===== config.mk =====
export PLATFORM = sky130hd
export DESIGN_NAME = zero_search_sched
export DESIGN_NICKNAME = d
export VERILOG_FILES = /design/src/rtl/zero_search_pkg.sv /design/src/rtl/zero_search_sched_finder.sv /design/src/rtl/zero_search_sched.sv
export SDC_FILE = /design/constraint.sdc
export NUM_CORES = 1
export LEC_CHECK = 0
export CORE_MARGIN = 8
export CORE_UTILIZATION = 55
export CTS_BUF_LIST = sky130_fd_sc_hd__clkbuf_8
export DETAILED_ROUTE_END_ITERATION = 10
export PLACE_DENSITY = 0.88
export SETUP_SLACK_MARGIN = 0.2
export SYNTH_ARGS = -nofsm -noshare
export SYNTH_HDL_FRONTEND = slang
export SYNTH_SLANG_ARGS = --single-unit

===== constraint.sdc =====
create_clock -name i_clk -period 7.95 [get_ports i_clk]
set_input_delay 0.795 -clock i_clk [delete_from_list [all_inputs] [get_ports i_clk]]
set_output_delay 0.795 -clock i_clk [all_outputs]
set_load 0.05 [all_outputs]

===== src/rtl/zero_search_pkg.sv =====
// Shared types and constants for the first-zero search scheduler.
package zero_search_pkg;
    localparam int WORD_W  = 8;
    localparam int POS_W   = 3;
    localparam int ID_MAXW = 3;

    typedef enum logic [2:0] {IDLE, CLEAR, SHIFT, DONE, RESP} state_e;

    typedef struct packed {
        logic [ID_MAXW-1:0] id;
        logic               found;
        logic [POS_W-1:0]   pos;
    } rsp_t;
endpackage


===== src/rtl/zero_search_sched_finder.sv =====
// Serial first-zero finder: watches one bit per enabled cycle and latches the
// index of the first 0 seen since the last clear.
module first_zero_finder
    import zero_search_pkg::*;
(
    input  logic             i_clk,
    input  logic             i_rst_n,
    input  logic             i_clr,
    input  logic             i_en,
    input  logic             i_bit,
    output logic             o_found,
    output logic [POS_W-1:0] o_pos
);
    logic [POS_W-1:0] r_k;
    logic             r_found;
    logic [POS_W-1:0] r_pos;

    always_ff @(posedge i_clk or negedge i_rst_n) begin
        if (!i_rst_n) begin
            r_k     <= '0;
            r_found <= 1'b0;
            r_pos   <= '0;
        end else if (i_clr) begin
            r_k     <= '0;
            r_found <= 1'b0;
            r_pos   <= '0;
        end else if (i_en) begin
            r_k <= r_k + 1'b1;
            if (!r_found && !i_bit) begin
                r_found <= 1'b1;
                r_pos   <= r_k;
            end
        end
    end

    assign o_found = r_found;
    assign o_pos   = r_pos;
endmodule


===== src/rtl/zero_search_sched.sv =====
// Round-robin arbiter sharing one serial first-zero finder between NREQ
// requesters; results return over a valid/ready channel.
module zero_search_sched
    import zero_search_pkg::*;
#(
    parameter int NREQ = 4,
    parameter int IDW  = 2,
    parameter int CNTW = 16
) (
    input  logic                     i_clk,
    input  logic                     i_rst_n,
    input  logic [NREQ-1:0]          i_req,
    input  logic [WORD_W*NREQ-1:0]   i_req_data,
    output logic [NREQ-1:0]          o_ack,
    output logic                     o_rsp_valid,
    input  logic                     i_rsp_ready,
    output logic [IDW-1:0]           o_rsp_id,
    output logic                     o_rsp_found,
    output logic [POS_W-1:0]         o_rsp_pos,
    output logic                     o_busy,
    output logic [CNTW-1:0]          o_ones_cnt
);
    state_e              r_state, w_next;
    logic [NREQ-1:0]     r_ack, w_gnt_oh;
    logic                w_gnt_vld;
    logic [IDW-1:0]      w_gnt_id, r_last, r_cur_id;
    logic [WORD_W-1:0]   w_gnt_word, r_word;
    logic [POS_W-1:0]    r_bitcnt;
    logic [CNTW-1:0]     r_ones_cnt;
    rsp_t                r_rsp;
    logic                w_fz_found;
    logic [POS_W-1:0]    w_fz_pos;
    int                  w_best;

    // Rank each requester by its distance past the last grant; nearest wins.
    always_comb begin
        w_gnt_vld  = 1'b0;
        w_gnt_id   = '0;
        w_gnt_oh   = '0;
        w_gnt_word = '0;
        w_best     = NREQ;
        for (int j = 0; j < NREQ; j++) begin
            if (i_req[j] && ((j + NREQ - 1 - int'(r_last)) % NREQ) < w_best) begin
                w_best     = (j + NREQ - 1 - int'(r_last)) % NREQ;
                w_gnt_vld  = 1'b1;
                w_gnt_id   = IDW'(j);
                w_gnt_oh   = '0;
                w_gnt_oh[j] = 1'b1;
                w_gnt_word = i_req_data[WORD_W*j +: WORD_W];
            end
        end
    end

    always_comb begin
        w_next = r_state;
        case (r_state)
            IDLE:    if (w_gnt_vld) w_next = CLEAR;
            CLEAR:   w_next = SHIFT;
            SHIFT:   if (r_bitcnt == POS_W'(WORD_W-1)) w_next = DONE;
            DONE:    w_next = RESP;
            RESP:    if (i_rsp_ready) w_next = IDLE;
            default: w_next = IDLE;
        endcase
    end

    always_ff @(posedge i_clk or negedge i_rst_n) begin
        if (!i_rst_n) r_state <= IDLE;
        else          r_state <= w_next;
    end

    always_ff @(posedge i_clk or negedge i_rst_n) begin
        if (!i_rst_n) begin
            r_ack      <= '0;
            r_last     <= IDW'(NREQ-1);
            r_cur_id   <= '0;
            r_word     <= '0;
            r_bitcnt   <= '0;
            r_rsp      <= '0;
            r_ones_cnt <= '0;
        end else begin
            r_ack <= '0;
            case (r_state)
                IDLE: if (w_gnt_vld) begin
                    r_ack    <= w_gnt_oh;
                    r_word   <= w_gnt_word;
                    r_cur_id <= w_gnt_id;
                    r_last   <= w_gnt_id;
                end
                CLEAR: r_bitcnt <= '0;
                SHIFT: r_bitcnt <= r_bitcnt + 1'b1;
                DONE: begin
                    r_rsp <= '{id: ID_MAXW'(r_cur_id), found: w_fz_found, pos: w_fz_pos};
                    if (!w_fz_found && r_ones_cnt != '1) r_ones_cnt <= r_ones_cnt + 1'b1;
                end
                default: ;
            endcase
        end
    end

    first_zero_finder u_finder (
        .i_clk   (i_clk),
        .i_rst_n (i_rst_n),
        .i_clr   (r_state == CLEAR),
        .i_en    (r_state == SHIFT),
        .i_bit   (r_word[r_bitcnt]),
        .o_found (w_fz_found),
        .o_pos   (w_fz_pos)
    );

    assign o_ack       = r_ack;
    assign o_rsp_valid = (r_state == RESP);
    assign o_rsp_id    = IDW'(r_rsp.id);
    assign o_rsp_found = r_rsp.found;
    assign o_rsp_pos   = r_rsp.pos;
    assign o_busy      = (r_state != IDLE);
    assign o_ones_cnt  = r_ones_cnt;
endmodule


==> After elaboration in Yosys (flattened, before gate mapping) <==
Cells that the tools add are included.
Widths: inputs -> output; s select.
{ "op_classes": {"n_reduce_logical": 20, "mul": 0, "n_shift": 0, "bitwise": 4, "div": 0, "muxes": 35, "n_addsub": 7, "order_cmp": 5, "eq_ne": 9} }
{ "ops": {"columns": ["op", "n"], "rows": [
  ["$lt 3x32->1", 3],
  ["$mux 32", 3],
  ["$mux 8", 4],
  ["$mux 3", 8],
  ["$add 16x1->16 const B", 1],
  ["$mux 4", 4],
  ["$ne 16x16->1 const B", 1],
  ["$pmux 3 s5", 1],
  ["$sub 3x2->4 const A", 3],
  ["$mux 1", 10],
  ["$lt 3x4->1 const B", 2],
  ["$reduce_or 2->1", 4],
  ["$add 3x1->3 const B", 2],
  ["$eq 3x2->1 const B", 2],
  ["$eq 3x3->1 const B", 2],
  ["$logic_and 1x1->1", 6],
  ["$mux 2", 3],
  ["$pmux 3 s2", 1],
  ["$reduce_and 2->1", 3],
  ["$and 1x1->1", 4],
  ["$ne 2x2->1 const B", 2],
  ["$reduce_bool 2->1", 2],
  ["$bmux 1 s3", 1],
  ["$eq 3x1->1 const B", 1],
  ["other kinds (6)", 7]
]} }
{ "word_totals": {"n_memories": 0, "output_inout_bits": 28, "elab_cells": 93, "in_bits": 39, "ff_bits": 51, "mem_bits_ro": 0, "ram_bits": 0, "latch_bits": 0} }

==> Logic depth before layout (Yosys ltp) <==
Gate-level depths: netlist (run 1).
{ "logic_depth": {"word_depth": 17, "depth_mapped": 20, "ltp_nobuf": 17} }

==> Cells and area by module <==
A second synthesis (run 1) with hierarchy kept.
{ "hier_totals": {"hier_cells": 249, "hier_area_um2": 2652.5} }
{ "modules_own_cells": {"columns": ["mod", "seq_area_each_um2", "n_inst", "area_each_um2", "cells_each"], "rows": [
  ["zero_search_sched", 1103.6, 1, 2309.7, 220],
  ["first_zero_finder", 175.2, 1, 342.8, 29]
]} }

==> Worst setup path before layout (run 1) <==
OpenSTA, ideal clock, no wires.
{ "synth_path": {"kind": "input to register", "start": "input port i_req[0]", "end": "register r_cur_id[1]", "stages": 20, "slack_ns": 3.409, "required_ns": 7.831, "t_arrival_ns": 4.422, "cell_sequence": "clkbuf_1 > nand2b_1 > ha_1 > a21oi_1 > o21a_1 > clkbuf_1 > a21oi_1 > ha_1 > o22ai_1 > a22oi_1 > clkbuf_1 > nor2_1 > a21o_1 > ha_1 > o31ai_1 > o211a_1 > o31ai_2 > buf_2 > nand3_1 > o21a_1"} }
{ "synth_via": {"elab_chain_cells": 12, "elab_cells_between_ends": 17} }
{ "synth_lines": {"columns": ["item", "line", "source"], "rows": [
  ["start, declared", "zero_search_sched.sv:12", "input logic [NREQ-1:0] i_req,"],
  ["$logic_and 1x1->1 (*)", "zero_search_sched.sv:43", "if (i_req[j] && ((j + NREQ - 1 - int'(r_last)) % NREQ) < w_best) begin"],
  ["$mux 32", "zero_search_sched.sv:43", null],
  ["$lt 3x32->1", "zero_search_sched.sv:43", null],
  ["$logic_and 1x1->1", "zero_search_sched.sv:43", null],
  ["$mux 32", "zero_search_sched.sv:43", null],
  ["$lt 3x32->1", "zero_search_sched.sv:43", null],
  ["$logic_and 1x1->1", "zero_search_sched.sv:43", null],
  ["$mux 32", "zero_search_sched.sv:43", null],
  ["$lt 3x32->1", "zero_search_sched.sv:43", null],
  ["$logic_and 1x1->1", "zero_search_sched.sv:43", null],
  ["$mux 1", "zero_search_sched.sv:43", null],
  ["$reduce_and 2->1 (no source line)", null, null],
  ["end signal, assigned", "zero_search_sched.sv:86", "r_cur_id <= w_gnt_id;"],
  ["end, declared", "zero_search_sched.sv:26", "logic [IDW-1:0] w_gnt_id, r_last, r_cur_id;"]
]} }
Every way passes the cells marked *; elsewhere a longest branch is shown, timed or not.
A chain may end at the register's enable or synchronous reset.

==> Final worst setup path (run 1) <==
{ "layout_path": {"start": "input port i_req[0]", "end": "register r_word[4]"} }
{ "layout_via": {"elab_chain_cells": 12, "elab_cells_between_ends": 19} }
{ "layout_lines": {"columns": ["item", "line", "source"], "rows": [
  ["$logic_and 1x1->1 (*)", "zero_search_sched.sv:43", null],
  ["$mux 32", "zero_search_sched.sv:43", null],
  ["$lt 3x32->1", "zero_search_sched.sv:43", null],
  ["$logic_and 1x1->1", "zero_search_sched.sv:43", null],
  ["$mux 32", "zero_search_sched.sv:43", null],
  ["$lt 3x32->1", "zero_search_sched.sv:43", null],
  ["$logic_and 1x1->1", "zero_search_sched.sv:43", null],
  ["$mux 32", "zero_search_sched.sv:43", null],
  ["$lt 3x32->1", "zero_search_sched.sv:43", null],
  ["$logic_and 1x1->1", "zero_search_sched.sv:43", null],
  ["$mux 1", "zero_search_sched.sv:43", null],
  ["$reduce_and 2->1 (no source line)", null, null],
  ["end signal, assigned", "zero_search_sched.sv:85", "r_word <= w_gnt_word;"],
  ["end, declared", "zero_search_sched.sv:27", "logic [WORD_W-1:0] w_gnt_word, r_word;"]
]} }
Marked as above.

==> run_results.csv, run 1 <==
group,metric,value,unit
outcome,status,"completed",
sta,finalSetupTns,0,ns
floorplan,io_pins,67,
synth,synthTopCellsByArea,"dfrtp_1 46%, nor2_1 4.2%, nand2_1 3.8%",
clocking,cts_hold_buf,0,
sta,period_needed,5.957,ns
final_layout,multi_input_area,1308,um2
route,drtPass1Iterations,4,
route,vias,2232,
global_routing,gr-usage-all-layers,17.29,%
clocking,clock_path_buffers,2,
route,ant_nets,0,
sta,fin_skew,0.008129,ns
route,via_per_inst,5.694,
hold_path,hp-class,"reg2reg",
power,leakagePower,1.562,nW
sta,slew_viol_final,0,
synth,syn_nets,308,
floorplan,core.rowCount,25,
final_layout,synthToLayoutAreaGrowth,30.00,%
placed_design,dp.cells,384,
synth,syn_area_per_cell,10.22,um2
synth,netlist_top_cells_count,"49 x dfrtp_1, 30 x nor2_1, 27 x nand2_1",
placed_design,gp_congestion,0.8614,
synth,synth_top_area_share,45.79,%
placed_design,io_buffer_count,66,
sta,tightest_slew,1.116,ns
final_layout,design_area,3481,um2
clocking,cts.clk_slew.worst_paths,0.09,ns
sta,finalSetupViolCount,0,
floorplan,die_x,85.78,um
final_layout,layout.area.seq,1279,um2
sta,relSlewSlack,25.59,%
critical_path,cp_data_arrival_time,6.16,ns
synth,synth.distinct_cells,47,
route,wl,6171,um
sta,hold_violations,0,
synth,yosysSeqAreaShare,47.76,%
floorplan,die_area,7357,um2
synth,synthMostInstantiatedCell,"dfrtp_1",
final_layout,fin_util,73.70,%
critical_path,cp-end-kind,"register",
global_routing,grt_pass1_vias,2260,
global_routing,grt_pass1_wl,10540,um
final_layout,nNetsFinal,370,
route,drc,0,
route,post_drt_wl_per_cell,15.74,um
global_routing,grt_max_degree,52,
floorplan,core_region_area,4723,um2
clocking,tritoncts,"done",
clocking,clock_sinks,51,
power,ir_worst_vdd,0.0002280,V
synth,synth_edf_count,0,
critical_path,required,8.16,ns
synth,ys_ff_latch,51,
critical_path,critPathMaxFanout,16,
synth,synth_top_cell_by_area,"dfrtp_1",
clocking,cts_resized,0,
final_layout,nFillCells,332,
floorplan,initial_core_util,56.69,%
clocking,root_buffer,"clkbuf_8",
final_layout,antenna_cells,0,
placed_design,hpwl,4492,um
critical_path,setup.worst_path.class,"in2reg",
clocking,cts_buffers,5,
synth,yosysWarningCount,0,
sta,rsz0062_at_grt,"false",
clocking,cts_max_level,2,
sta,max_freq,167.9,MHz
placed_design,placed_area,3363,um2
sta,timing.final.crit_share,74.93,%
route,drt_iter0_drc,106,
synth,syn_area,2678,um2
clocking,cts_setup_buffers,0,
synth,ys_async_sr_fraction,100.0,%
floorplan,die_h,85.78,um
final_layout,layout-drive-gt1-share,8.615,%
flow_run,timing.max_cap.violations,0,
global_routing,antenna_found_initial,0,
clocking,clk_latency,0.30,ns
critical_path,cp-start-kind,"input pin",
global_routing,grt_overflow,0,
synth,synth_cells,262,
synth,synthFlopType,"dfrtp_1",
final_layout,stdcell_count,392,
power,p_per_area,392.8,nW/um2
-- cells by family after synthesis --
group,count (synthesis),synth area share (%)
adders and majority gates,7,3.271
xor gates and xnor gates,17,5.561
muxes,10,5.000
DFF,51,47.76
AOI/OAI and AO/OA,62,17.99
buffers and inverters,21,3.411
and+or+nand+nor,94,17.01
-- path summary, 6_finish.rpt --
kind	startpoint	endpoint	slack, ns	cells after the start
setup / recovery	i_req[0]	r_word[4]	1.99	17
hold / removal	o_ones_cnt[9]	o_ones_cnt[9]	0.49	1
max in group asynchronous	i_rst_n	o_ones_cnt[15]	6.60	1
hold reg to reg	o_ones_cnt[9]	o_ones_cnt[9]	0.49	1
min in group asynchronous	i_rst_n	u_finder.o_pos[2]	0.69	1
setup reg to reg	r_last[1]	r_word[4]	2.51	16
-- cells in the final DEF (no fill, tap or decap), types with 3 or more instances in the layout --
cell type         n
a211oi_1          7
a21oi_1           5
a22o_1            8
a2bb2oi_1         9
and3_1           11
clkbuf_8          6
clkdlybuf4s50_1  65
dfrtp_1          49
ha_1              7
inv_1            10
mux2_2            7
nand2_1          27
nand3_1          10
nor2_1           30
o21a_1            3
o21ai_0           8
o31ai_1           9
xnor2_1           9
xor2_1            8
-- through the flow --
step,setup slack (ns),hold slack [ns],power (mW)
final,1.993,0.4922,1.367
after floorplan,3.409,0.4560,0.9950
after global routing,1.434,0.5217,1.459
after global placement,1.939,0.4713,1.157
after detailed placement,1.720,0.4804,1.184
after CTS,2.034,0.4916,1.374
-- where the power goes --
group	switching [mW]	leakage (nW)	total, mW	internal (mW)
Clock	0.0835	0.0612	0.185	0.102
Combinational	0.417	0.839	0.732	0.315
Sequential	0.0954	0.662	0.450	0.355
-- routing by layer --
metal	GRT usage [%]	vias up	wire length, um
li1	-	1066	-
met1	21.18	1082	2754
met2	29.20	70	2967
met3	3.820	14	327
met4	6.051	0	121
met5	0	-	0
-- state kept, by name (all words and copies together), names as in the netlist --
| name | flops |
|---|---|
| o_ack | 4 |
| o_ones_cnt | 16 |
| o_rsp_found | 1 |
| o_rsp_id | 2 |
| o_rsp_pos | 3 |
| r_bitcnt | 3 |
| r_cur_id | 2 |
| r_last | 2 |
| r_state | 3 |
| r_word | 8 |
| u_finder.o_found | 1 |
| u_finder.o_pos | 3 |
| u_finder.r_k | 3 |
-- layout make-up --
type,count,share of cell area (%)
Clock inverter,2,1.006
Clock buffer,6,2.372
Multi-Input combinational cell,190,37.56
Inverter,10,1.078
Tap cell,67,2.408
Timing Repair Buffer,66,18.84
Sequential cell,51,36.74
-- critical path: stages --
cell and delay [ns]:
clkdlybuf4s50_1 0.73, nand2b_1 0.13, ha_1 0.31, a21oi_1 0.23
o21a_1 0.38, nor2_1 0.08, a21oi_1 0.19, ha_1 0.20
and4b_1 0.22, a22oi_1 0.85, nor2_1 0.08, a21o_1 0.19
ha_1 0.27, o31ai_1 0.08, o31ai_2 0.65, nand2_1 0.44
o31ai_1 0.33
(Power assumes the default switching activity.)
==> run 2: changes to the inputs <==
--- a/config.mk
+++ b/config.mk
@@ -6,10 +6,10 @@
 export NUM_CORES = 1
 export LEC_CHECK = 0
 export CORE_MARGIN = 8
-export CORE_UTILIZATION = 55
+export CORE_UTILIZATION = 46
 export CTS_BUF_LIST = sky130_fd_sc_hd__clkbuf_8
 export DETAILED_ROUTE_END_ITERATION = 10
-export PLACE_DENSITY = 0.88
+export PLACE_DENSITY = 0.78
 export SETUP_SLACK_MARGIN = 0.2
 export SYNTH_ARGS = -nofsm -noshare
 export SYNTH_HDL_FRONTEND = slang
==> constraint.sdc (replaced) <==
create_clock -name i_clk -period 5 [get_ports i_clk]
set_input_delay 0.5 -clock i_clk [delete_from_list [all_inputs] [get_ports i_clk]]
set_output_delay 0.5 -clock i_clk [all_outputs]
set_load 0.05 [all_outputs]
==> run 2 against run 1 <==
Hold slack worse by 0.10 ns. Setup slack got worse by 1.4 ns. Clock power grew 20%. Sequential cell count unchanged.
==> run_results.csv, run 2 (synthesis gave the netlist of run 1 again) <==
group,metric,value,unit
floorplan,die_area,8518,um2
final_layout,final_common_cell,"clkdlybuf4s50_1",
floorplan,initial_core_util,48.04,%
route,drc,0,
sta,tightest_slew,1.084,ns
sta,rsz0062_at_grt,"false",
critical_path,critPathMaxFanout,13,
critical_path,cp-end-kind,"register",
clocking,clock_sinks,51,
sta,hold_violations,0,
power,leakagePower,1.567,nW
floorplan,core.rowCount,27,
global_routing,grt_pass1_wl,10630,um
route,post_drt_wl_per_cell,15.37,um
floorplan,core_region_area,5574,um2
route,drt_iter0_drc,72,
final_layout,synthToLayoutAreaGrowth,30.05,%
outcome,status,"completed",
global_routing,grt_max_degree,52,
placed_design,io_buffer_count,66,
placed_design,gp_congestion,0.8398,
critical_path,cp-start-kind,"register",
global_routing,grt_pass1_vias,2263,
sta,slew_viol_final,0,
placed_design,hpwl,4721,um
final_layout,nNetsFinal,373,
final_layout,largest_register_ffs,16,
sta,period_needed,4.457,ns
final_layout,fin_util,62.47,%
sta,relSlewSlack,27.72,%
final_layout,antenna_cells,0,
floorplan,die_h,92.30,um
floorplan,die_x,92.30,um
global_routing,antenna_found_initial,0,
floorplan,io_pins,67,
route,drtPass1Iterations,4,
route,wl,6147,um
final_layout,layout-drive-gt1-share,8.841,%
clocking,cts.clk_slew.worst_paths,0.09,ns
route,via_per_inst,5.390,
sta,timing.final.crit_share,89.13,%
power,ir_worst_vdd,0.0003440,V
route,vias,2156,
global_routing,gr-usage-all-layers,15.21,%
final_layout,stdcell_count,400,
clocking,clock_path_buffers,2,
hold_path,hp-class,"in2async",
clocking,cts_buffers,5,
clocking,cts_max_level,2,
clocking,cts_setup_buffers,0,
global_routing,grt_overflow,0,
clocking,clk_latency,0.30,ns
clocking,root_buffer,"clkbuf_8",
clocking,tritoncts,"done",
sta,finalSetupViolCount,0,
critical_path,required,5.20,ns
critical_path,setup.worst_path.class,"reg2reg",
sta,finalSetupTns,0,ns
sta,fin_skew,0.009775,ns
power,p_per_area,610.4,nW/um2
placed_design,dp.cells,392,
flow_run,timing.max_cap.violations,0,
sta,max_freq,224.4,MHz
sta,holdWs,0.3908,ns
clocking,cts_hold_buf,0,
critical_path,cp_data_arrival_time,4.66,ns
route,ant_nets,0,
final_layout,final_cell_mix,"65 x clkdlybuf4s50_1, 49 x dfrtp_1, 30 x nor2_1",
-- run 2: cell types whose count changed in the layout (fill, tap and decap cells not counted), sizes merged --
cell | previous run | this run
buf | 1 | 4
inv | 10 | 12
bufinv | 1 | 0
clkbuf | 6 | 5
-- run 2: timing repair --
item / 4_1_cts / 5_1_grt
endpoints found under the hold margin: 0 / 0
endpoints found under the setup margin: 0 / 12
resized for setup: 0 / 1
-- run 2: final cells by class --
type / count / area, um2
Clock buffer: 5 / 68.82
Clock inverter: 3 / 12.51
Fill cell: 477 / 2092
Inverter: 10 / 37.54
Multi-Input combinational cell: 190 / 1316
Sequential cell: 51 / 1279
Tap cell: 72 / 90.09
Timing Repair Buffer: 69 / 678.2
-- run 2: per-stage QoR --
| step | power, mW | setup slack, ns | instance area, um2 |
|---|---|---|---|
| floorplan | 1.582 | 0.7538 | 2678 |
| global placement | 1.866 | 0.2246 | 3392 |
| detailed placement | 1.902 | 0.08086 | 3392 |
| CTS | 2.130 | 0.2942 | 3473 |
| global route | 2.291 | 0.1958 | 3482 |
| finish | 2.125 | 0.5435 | 3482 |
-- run 2: worst max-delay path, stage by stage, from the launching register on --
cell and delay [ns]:
dfstp_2 0.59, xor2_1 0.26, ha_1 0.29, a21oi_1 0.23, o21a_1 0.24, nor2_1 0.06, a21oi_1 0.18, ha_1 0.27
o22ai_1 0.20, a22oi_1 0.15, buf_4 0.21, a21o_1 0.19, ha_1 0.27, o31ai_1 0.11, o31ai_4 0.42, nand2_1 0.35
o31ai_1 0.35
-- run 2: where the power goes --
part           switching, mW  internal [mW]  leakage [nW]  total (mW)
sequential             0.155          0.565         0.662       0.719
combinational          0.672          0.512         0.854        1.18
clock                  0.128         0.0944        0.0505       0.222
-- run 2: metal layers --
| metal | part of all wire [%] | GRT usage, % |
|---|---|---|
| met3 | 6.9 | 5.569 |
| met2 | 47 | 24.31 |
| met1 | 45 | 18.63 |
| met5 | 0 | 0 |
| met4 | 1.2 | 4.966 |
-- run 2: final timing paths --
| kind | startpoint | endpoint | slack (ns) | cells after the start |
|---|---|---|---|---|
| max | r_last[0] | r_word[0] | 0.54 | 16 |
| min | i_rst_n | o_ones_cnt[13] | 0.39 | 1 |
| max reg2reg | r_last[0] | r_word[0] | 0.54 | 16 |
| min reg2reg | o_ones_cnt[9] | o_ones_cnt[9] | 0.49 | 1 |
| max in group asynchronous | i_rst_n | o_ack[3] | 3.94 | 1 |
| min in group i_clk | o_ones_cnt[9] | o_ones_cnt[9] | 0.49 | 1 |
==> run 3: changes to the inputs <==
--- a/config.mk
+++ b/config.mk
@@ -9,8 +9,8 @@
 export CORE_UTILIZATION = 46
 export CTS_BUF_LIST = sky130_fd_sc_hd__clkbuf_8
 export DETAILED_ROUTE_END_ITERATION = 10
-export PLACE_DENSITY = 0.78
-export SETUP_SLACK_MARGIN = 0.2
+export PLACE_DENSITY = 0.8
+export SETUP_SLACK_MARGIN = 0.15
 export SYNTH_ARGS = -nofsm -noshare
 export SYNTH_HDL_FRONTEND = slang
 export SYNTH_SLANG_ARGS = --single-unit
==> run 3 against run 2 <==
Wire length decreased by 1.4%. Sequential cell count unchanged. Global-route usage decreased by 0.38 points. Fmax increased by 0.39%. Combinational power about the same. Utilization increased by 0.45 points. Clock power increased by 18%. Non-clock buffer count unchanged. Critical path type unchanged. Largest cell class unchanged.
==> run_results.csv, run 3 (synthesis gave the netlist of run 1 again) <==
group,metric,value,unit
final_layout,fin_util,62.92,%
critical_path,worstPathCellList,"xor2_1 > ha_1 > a21oi_1 > o21a_1 > nor2_1 > a21oi_1 > ha_1 > o22ai_1 > a22oi_1 > buf_4 > a21o_1 > ha_1 > o31ai_1 > o31ai_4 > nand2_2 > o31ai_1",
route,drt_iter0_drc,84,
sta,tightest_slew,1.094,ns
power,power_switching,0.9632,mW
sta,period_needed,4.439,ns
placed_design,pre_cts_ws,-0.00006439,ns
critical_path,cp-start-kind,"register",
flow_run,timing.max_cap.violations,0,
sta,finalSetupViolCount,0,
final_layout,final_cell_mix,"65 x clkdlybuf4s50_1, 49 x dfrtp_1, 30 x nor2_1",
sta,timing.final.crit_share,88.78,%
clocking,tritoncts,"done",
route,drc,0,
floorplan,die_area,8518,um2
route,via_per_inst,5.435,
route,drtPass1Iterations,4,
final_layout,nNetsFinal,373,
critical_path,setup.worst_path.class,"reg2reg",
sta,fin_skew,0.006932,ns
sta,relSlewSlack,27.04,%
placed_design,dp.cells,392,
critical_path,critPathSlowestCell,"dfstp_2",
sta,slew_viol_final,0,
floorplan,initial_core_util,48.04,%
critical_path,cp_data_arrival_time,4.64,ns
power,p_comb_share,55.1,%
power,leakagePower,1.567,nW
outcome,status,"completed",
final_layout,antenna_cells,0,
power,internal_power,1.206,mW
sta,hold_violations,0,
clocking,root_buffer,"clkbuf_8",
final_layout,nFillCells,480,
final_layout,stdcell_count,400,
global_routing,grt_max_degree,52,
global_routing,grt_overflow,0,
sta,finalSetupTns,0,ns
sta,holdWs,0.3969,ns
final_layout,largest_register_ffs,16,
final_layout,synthToLayoutAreaGrowth,30.98,%
clocking,clock_sinks,51,
power,p_seq_share,32.9,%
sta,timing.final.ws_setup,0.5608,ns
global_routing,gr-usage-all-layers,14.84,%
placed_design,gp_congestion,0.8585,
sta,max_freq,225.3,MHz
route,post_drt_wl_per_cell,15.16,um
critical_path,required,5.20,ns
clocking,clock_path_buffers,2,
floorplan,die_x,92.30,um
power,p_per_area,618.6,nW/um2
final_layout,final_common_cell,"clkdlybuf4s50_1",
route,ant_nets,0,
sta,rsz0062_at_grt,"false",
power,p_sw_share,44.40,%
final_layout,layout-drive-gt1-share,9.756,%
placed_design,io_buffer_count,66,
critical_path,critPathMaxFanout,13,
global_routing,grt_pass1_vias,2341,
critical_path,max_stage_delay,0.60,ns
clocking,cts_max_level,2,
placed_design,hpwl,4647,um
floorplan,die_h,92.30,um
floorplan,core.rowCount,27,
floorplan,io_pins,67,
critical_path,cp-end-kind,"register",
clocking,clk_latency,0.30,ns
route,wl,6062,um
clocking,cts_setup_buffers,0,
global_routing,grt_pass1_wl,10620,um
hold_path,hp-class,"in2async",
clocking,cts.clk_slew.worst_paths,0.09,ns
global_routing,antenna_found_initial,0,
critical_path,crit_top_cell,"ha_1",
route,vias,2174,
power,ir_worst_vdd,0.0003731,V
floorplan,core_region_area,5574,um2
power,pwr-share-clk,12.0,%
clocking,cts_buffers,5,
-- run 3: cell type report --
cell class              count  area (um2)  share of cell area (%)
multi-input cells         190        1319                   37.60
flip-flops and latches     51        1279                   36.46
repair buffers             69       678.2                   19.34
clock buffers               7       96.34                   2.747
well taps                  72       90.09                   2.569
inverters                  10       37.54                   1.070
clock inverters             1       7.507                  0.2141
-- run 3: metal layers --
layer	part of all wire, %	GRT usage (%)
met5	0	0
met4	1.5	5.638
met3	7.9	5.650
met2	47	24.97
met1	43	16.69
-- run 3: power groups by stage --
stage / clock network [mW] / logic (mW) / registers (mW)
final: 0.261 / 1.19 / 0.714
after global routing: 0.279 / 1.31 / 0.737
after detailed placement: 0 / 1.19 / 0.721
after global placement: 0 / 1.14 / 0.717
after floorplan: 0 / 0.744 / 0.838
after CTS: 0.264 / 1.19 / 0.713
-- run 3: path summary, 6_finish.rpt --
kind	startpoint	to	slack, ns	depth (start not counted)
worst min-delay path	i_rst_n	o_ones_cnt[9]	0.40	1
worst min register to register	o_ones_cnt[12]	o_ones_cnt[12]	0.49	1
max in group asynchronous	i_rst_n	r_word[2]	3.94	1
min in group i_clk	o_ones_cnt[12]	o_ones_cnt[12]	0.49	1
worst max register to register	r_last[1]	r_word[4]	0.56	16
worst max-delay path	r_last[1]	r_word[4]	0.56	16
-- run 3: what timing repair did --
action | in CTS | in global routing
setup endpoints to repair | 0 | 12
hold buffers | 0 | 0
gates resized for setup | 0 | 2
-- run 3: metrics by stage --
stage	cell area, um2	total power [mW]
after floorplan	2678	1.582
after global placement	3392	1.856
after detailed placement	3392	1.908
after CTS	3496	2.167
after global routing	3507	2.323
final	3507	2.170
-- run 3: worst max-delay path: cells and delay by family, from the launching register on --
kind	cells	cell delay, ns
adder cells (fa/ha/maj)	3	0.84
AO/OA/AOI/OAI	9	2.12
AND/OR/NAND/NOR	2	0.32
flip-flops	1	0.60
buffers and inverters	1	0.21
XOR/XNOR	1	0.26
